**config.mk**
```make
export PLATFORM = sky130hd
export DESIGN_NAME = bcd_seg_scanner
export DESIGN_NICKNAME = d
export VERILOG_FILES = /design/src/rtl/bcd_seg_pkg.sv /design/src/rtl/bcd_seg_decode.sv /design/src/rtl/bcd_seg_scanner.sv
export SDC_FILE = /design/constraint.sdc
export NUM_CORES = 1
export LEC_CHECK = 0
export CORE_UTILIZATION = 55
export CTS_CLUSTER_SIZE = 28
export DETAILED_ROUTE_END_ITERATION = 7
export MAX_ROUTING_LAYER = met4
export PLACE_DENSITY = 0.79
export SYNTH_ARGS = -nofsm -noshare
export SYNTH_HDL_FRONTEND = slang
export SYNTH_SLANG_ARGS = --single-unit
```
**constraint.sdc**
```tcl
create_clock -name clk -period 2.25 [get_ports clk]
set_input_delay 0.5625 -clock clk [delete_from_list [all_inputs] [get_ports clk]]
set_output_delay 0.5625 -clock clk [all_outputs]
set_load 0.02 [all_outputs]
```
**src/rtl/bcd_seg_pkg.sv**
```systemverilog
// Segment encodings (active-high, bit 0 = a .. bit 6 = g) and the output polarity helpers.
package bcd_seg_pkg;

    localparam logic [6:0] SEG_0    = 7'h3F;
    localparam logic [6:0] SEG_1    = 7'h06;
    localparam logic [6:0] SEG_2    = 7'h5B;
    localparam logic [6:0] SEG_3    = 7'h4F;
    localparam logic [6:0] SEG_4    = 7'h66;
    localparam logic [6:0] SEG_5    = 7'h6D;
    localparam logic [6:0] SEG_6    = 7'h7D;
    localparam logic [6:0] SEG_7    = 7'h07;
    localparam logic [6:0] SEG_8    = 7'h7F;
    localparam logic [6:0] SEG_9    = 7'h6F;
    localparam logic [6:0] SEG_DASH = 7'h40;
    localparam logic [6:0] SEG_OFF  = 7'h00;

    function automatic logic [6:0] seg_pol7(input logic [6:0] v, input bit active_low);
        return active_low ? ~v : v;
    endfunction

    function automatic logic seg_pol1(input logic v, input bit active_low);
        return active_low ? ~v : v;
    endfunction

endpackage

```
**src/rtl/bcd_seg_decode.sv**
```systemverilog
// Combinational BCD to 7-segment decoder; non-BCD values 10..15 show a dash with dp suppressed.
module bcd_seg_decode
    import bcd_seg_pkg::*;
(
    input  logic [3:0] i_bcd,
    input  logic       i_dp,
    output logic [6:0] o_seg,
    output logic       o_dp
);

    always_comb begin
        o_seg = SEG_DASH;
        o_dp  = i_dp;
        case (i_bcd)
            4'd0: o_seg = SEG_0;
            4'd1: o_seg = SEG_1;
            4'd2: o_seg = SEG_2;
            4'd3: o_seg = SEG_3;
            4'd4: o_seg = SEG_4;
            4'd5: o_seg = SEG_5;
            4'd6: o_seg = SEG_6;
            4'd7: o_seg = SEG_7;
            4'd8: o_seg = SEG_8;
            4'd9: o_seg = SEG_9;
            default: o_dp = 1'b0;
        endcase
    end

endmodule

```
**src/rtl/bcd_seg_scanner.sv**
```systemverilog
// Multiplexed BCD 7-segment scanner with frame-atomic updates and anti-ghost blanking; outputs registered (1 cycle).
// Define BCD_SEG_LZB_EN to blank leading zeros (digit 0 is always shown).
module bcd_seg_scanner
    import bcd_seg_pkg::*;
#(
    parameter int DIGITS         = 4,
    parameter int REFRESH_DIV    = 12000,
    parameter int BLANK_CYCLES   = 2,
    parameter int SEG_ACTIVE_LOW = 1
) (
    input  logic                  clk,
    input  logic                  reset,
    input  logic [4*DIGITS-1:0]   digits_in,
    input  logic [DIGITS-1:0]     dp_in,
    input  logic                  load,
    output logic [6:0]            seg,
    output logic                  dp,
    output logic [DIGITS-1:0]     an,
    output logic                  frame_done
);

    localparam int              PW      = $clog2(REFRESH_DIV);
    localparam int              IW      = $clog2(DIGITS);
    localparam bit              ACT_LOW = (SEG_ACTIVE_LOW != 0);
    localparam logic [DIGITS-1:0] AN_XOR = {DIGITS{ACT_LOW}};

    logic [PW-1:0]         r_presc;
    logic [IW-1:0]         r_idx;
    logic [4*DIGITS-1:0]   r_disp_dig;
    logic [DIGITS-1:0]     r_disp_dp;
    logic [4*DIGITS-1:0]   r_pend_dig;
    logic [DIGITS-1:0]     r_pend_dp;
    logic                  r_pend_vld;
    logic [6:0]            r_seg;
    logic                  r_dp;
    logic [DIGITS-1:0]     r_an;
    logic                  r_frame_done;

    logic                  w_slot_tick;
    logic                  w_frame;
    logic [3:0]            w_bcd;
    logic                  w_dp_req;
    logic [6:0]            w_dec_seg;
    logic                  w_dec_dp;
    logic                  w_slot_blank;
    logic                  w_lz_blank;
    logic [DIGITS-1:0]     w_an_sel;

    assign w_slot_tick  = (r_presc == PW'(REFRESH_DIV - 1));
    assign w_frame      = w_slot_tick && (r_idx == IW'(DIGITS - 1));
    assign w_bcd        = r_disp_dig[{r_idx, 2'b00} +: 4];
    assign w_dp_req     = r_disp_dp[r_idx];
    assign w_slot_blank = (r_presc < PW'(BLANK_CYCLES));
    assign w_an_sel     = DIGITS'(1) << r_idx;

`ifdef BCD_SEG_LZB_EN
    logic [IW-1:0] w_msd;

    // Highest non-zero digit; all-zero collapses to 0 so digit 0 is never blanked.
    always_comb begin
        w_msd = '0;
        for (int i = 1; i < DIGITS; i++) begin
            if (r_disp_dig[4*i +: 4] != 4'd0) w_msd = IW'(i);
        end
    end
    assign w_lz_blank = (r_idx > w_msd);
`else
    assign w_lz_blank = 1'b0;
`endif

    bcd_seg_decode u_decode (
        .i_bcd (w_bcd),
        .i_dp  (w_dp_req),
        .o_seg (w_dec_seg),
        .o_dp  (w_dec_dp)
    );

    always_ff @(posedge clk) begin
        if (reset) begin
            r_presc <= '0;
            r_idx   <= '0;
        end else if (w_slot_tick) begin
            r_presc <= '0;
            r_idx   <= (r_idx == IW'(DIGITS - 1)) ? '0 : r_idx + 1'b1;
        end else begin
            r_presc <= r_presc + 1'b1;
        end
    end

    // Display data only changes on a frame boundary so a scan never mixes old and new digits.
    always_ff @(posedge clk) begin
        if (reset) begin
            r_disp_dig <= '0;
            r_disp_dp  <= '0;
            r_pend_dig <= '0;
            r_pend_dp  <= '0;
            r_pend_vld <= 1'b0;
        end else if (load && w_frame) begin
            r_disp_dig <= digits_in;
            r_disp_dp  <= dp_in;
            r_pend_vld <= 1'b0;
        end else begin
            if (w_frame && r_pend_vld) begin
                r_disp_dig <= r_pend_dig;
                r_disp_dp  <= r_pend_dp;
                r_pend_vld <= 1'b0;
            end
            if (load) begin
                r_pend_dig <= digits_in;
                r_pend_dp  <= dp_in;
                r_pend_vld <= 1'b1;
            end
        end
    end

    always_ff @(posedge clk) begin
        if (reset) begin
            r_seg        <= seg_pol7(SEG_OFF, ACT_LOW);
            r_dp         <= seg_pol1(1'b0, ACT_LOW);
            r_an         <= AN_XOR;
            r_frame_done <= 1'b0;
        end else begin
            r_seg        <= seg_pol7(w_lz_blank ? SEG_OFF : w_dec_seg, ACT_LOW);
            r_dp         <= seg_pol1(w_lz_blank ? 1'b0 : w_dec_dp, ACT_LOW);
            r_an         <= ((w_slot_blank || w_lz_blank) ? '0 : w_an_sel) ^ AN_XOR;
            r_frame_done <= w_frame;
        end
    end

    assign seg        = r_seg;
    assign dp         = r_dp;
    assign an         = r_an;
    assign frame_done = r_frame_done;

endmodule

```
==> results of run 1 <==
layer usage:
layer	share of wire [%]	track usage [%]	up-vias
li1	-	-	1189
met1	46	31.96	1099
met2	47	35.81	71
met3	5.7	8.333	8
met4	1.4	10.08	0
met5	0	-	-
worst max-delay path, delay by kind of cell (launching register included):
family	cells	cell delay, ps
AND/OR/NAND/NOR	3	610
AO/OA/AOI/OAI	1	60
flip-flops	1	370
multiplexers	1	180
buffers and inverters	2	380
adder cells (fa/ha/maj)	1	220
cell type report:
type | count | area (um2)
clock inverter | 2 | 35.03
fill | 427 | 1579
tap | 70 | 87.58
clock buffer | 11 | 141.4
inverter | 5 | 18.77
sequential | 70 | 1401
multi-input combinational | 230 | 1454
timing repair buffer | 49 | 455.4
synthesized netlist by cell type (all sizes together), types with 2 or more instances:
library cell,instances,area [um2]
nand3,6,30.03
nand2b,5,31.28
and2,2,12.51
or2,4,25.03
mux4,5,112.6
nand4,2,12.51
clkbuf,12,45.04
mux2i,20,200.2
a22oi,2,15.01
nor2,67,251.5
o21ai,3,15.01
buf,9,57.55
nor4,5,46.29
o2bb2ai,20,175.2
and3,3,18.77
nand2,33,123.9
xnor2,7,61.31
nor3,2,10.01
xor2,5,43.79
inv,5,18.77
dfxtp,70,1401
ha,5,62.56
a21oi,25,125.1
power by group through the flow:
| stage | sequential (mW) | combinational [mW] | clock (mW) |
|---|---|---|---|
| global route | 1.29 | 0.228 | 1.03 |
| detailed placement | 1.32 | 0.207 | 0 |
| finish | 1.29 | 0.206 | 0.955 |
| global placement | 1.32 | 0.203 | 0 |
| floorplan | 1.33 | 0.107 | 0 |
| CTS | 1.29 | 0.208 | 0.967 |
state kept, by name (all words and copies together), names as in the netlist:
signal and flops:
r_disp_dig 16, r_pend_dig 16, r_presc 14, seg 7
an 4, r_disp_dp 4, r_pend_dp 4, r_idx 2
dp 1, frame_done 1, r_pend_vld 1
worst max-delay path by stage:
stage	start	endpoint	slack, ps	cells past startpoint
detailed placement	r_presc[1]	r_pend_dp[0]	300	8
global route	r_presc[1]	r_pend_dp[0]	160	8
CTS	r_presc[1]	r_pend_dp[0]	280	8
global placement	load	r_pend_dig[2]	350	5
finish	r_presc[1]	r_pend_dp[0]	300	8
floorplan	r_idx[0]	seg[3]	370	6
per-stage QoR:
stage / setup slack (ps) / std cells
global route: 155.8 / 437
global placement: 352.4 / 424
detailed placement: 302.7 / 424
floorplan: 372.7 / 326
CTS: 283.7 / 437
finish: 300.5 / 437
kinds of logic after synthesis:
family	synth area share, %
AOI/OAI and AO/OA	12.67
xor gates and xnor gates	3.535
adders and majority gates	2.104
buffers and inverters	4.082
DFF	47.14
muxes	10.90
and+or+nand+nor	19.57
==> results by group, run 1 <==
Layout
  • Ant. Diodes: 0
  • Commonest cells after routing, fill and taps aside: dfxtp_1 (70), nor2_1 (67), clkdlybuf4s50_1 (35)
  • Final core occ: 69.47%
  • # nets final: 393
  • Cell area after layout: between 3000 and 4000 um2
  • P&R area growth vs syn: 20.88%
  • Layout cell share with drive strength beyond 1: a little over 10%
  • Most common cell after layout, fill and taps aside: dfxtp_1

Worst hold path
  • Hold wc startpoint: r_disp_dig[4]
  • Depth of the worst hold-timing path: 1
  • Worst Hold End: r_disp_dig[4]
  • Worst Hold Class: register to register

Power
  • Share of total power in sequential cells: a little over half
  • Psw: ~550 uW
  • Internal power: 1.898 mW
  • Comb power frac: under 10%
  • Maximum VDD drop: between 0.4 and 0.5 mV
  • Leak: ~1.4 nW
  • Sw Share: ~23%
  • Power Total: 2.452 mW
  • Clock power frac: between 30 and 40%
  • Power Dens Cells: 682.4 nW/um2

Outcome
  • Status: finished, final reports clean

Clock network
  • Setup bufs post-CTS: 0
  • Clk_lat worst skew: 350 ps
  • CTS clk-pin slew, worst paths: about 70 ps
  • CTS tree: built
  • CTS root buf: clkbuf_8
  • Bufs on Longest Clock Path: 2
  • Hold-fix buffers, CTS: 0
  • TritonCTS Sinks: 70
  • CTS buffer count: 9
  • Post-CTS sizing: 0
  • Clock H-tree levels: 3

STA
  • Period minus WS final: around 1900 ps
  • RSZ-0062 raised after global routing: no
  • Maximum clock rate: just over 500 MHz
  • Final setup fails: 0
  • Normalized max-slew margin: between 50% and 60%
  • Setup Skew: ~7.3 ps
  • Hold Fails Final Rpt: 0
  • Period Utilization, post-route: between 80% and 90%
  • Worst hold slack: around 470 ps
  • Pins Over Slew Limit: 0
  • Slew @ Worst Pin: slightly above 600 ps
  • TNS Setup: 0 ps

GRT
  • Initial antenna violation count: 0
  • Global route overflow: 0
  • First-pass GRT wire length: 9.970 mm
  • Number of global-route vias before repair: between 2,000 and 2,500
  • Largest net degree at the start of global routing: 22
  • Gr usage total: about 25%

Synth
  • Top_reg_cell synth: dfxtp_1
  • Seq/Total Area, Yosys: around 47%
  • Async set-reset flop share out of synthesis: 0%
  • Syn avg cell area: 9.119 um2
  • Number of synthesized flops with an enable pin: 0
  • #FFs+latches synth: 70
  • Syn Nets: between 300 and 400
  • Cell Area, Synth: 2973 um2
  • Synth warn: 0
  • Yosys cell types: 35
  • Syn Inst Count: ~330

Die
  • Die area: roughly 5700 um2
  • Initial Util: between 50% and 60%
  • Chip height: roughly 76 um
  • FP Rows: 26
  • Top Ports: 36
  • Core Area: approximately 5200 um2
  • Die W: approximately 76 um

Placed design
  • DP HPWL: 4.234 mm
  • Placer Congestion: 0.8363
  • Placed cell area: 3417 um2
  • I/O Buffers: 35

Detailed routing
  • First drt pass iteration count: 4
  • Routed wire length: 5.999 mm
  • Drt wl/cell: approximately 14 um
  • Starting DRC count in detailed routing: 136
  • DRC viols: 0
  • Vias per cell: 5.416
  • Routed Antenna Nets: 0
  • Routed vias: between 2,000 and 2,500

Worst setup path
  • R2R cell count: 8
  • R2R Path Start: r_presc[1]
  • Critical Path Max Stage Delay: 370 ps
  • Worst Path Class, Setup: register to register
  • Worst Path Arrival: around 2200 ps
  • Worst Setup Start Kind: register
  • Setup crit end kind: register
  • Critical Path Fanout Max: 10
  • Worst R2R Setup Slack: between 300 and 400 ps
  • CP cell instances: ha_1 > nand4_1 > nor4_4 > buf_4 > a21boi_2 > buf_4 > mux2i_1 > nor2_1
  • Slowest-stage cell, CP: dfxtp_1
  • Most used cell along the critical path: buf_4
  • Worst r2r dst: r_pend_dp[0]
  • CP required: between 2000 and 2500 ps

Job
  • Max_cap viols: 0
Note: power is estimated with default switching activity, not from simulation.
==> run 2: changes to the inputs <==
Settings changed: SKIP_CTS_REPAIR_TIMING set to 1.
==> results of run 2 <==
No change in the layout: final DEF, timing and power equal those of run 1.
==> run 3: changes to the inputs <==
Settings changed: CAP_MARGIN set to 10, SKIP_CTS_REPAIR_TIMING 1 to not set, SLEW_MARGIN set to 30.
==> results of run 3 <==
No change in the layout: final DEF, timing and power equal those of run 1.
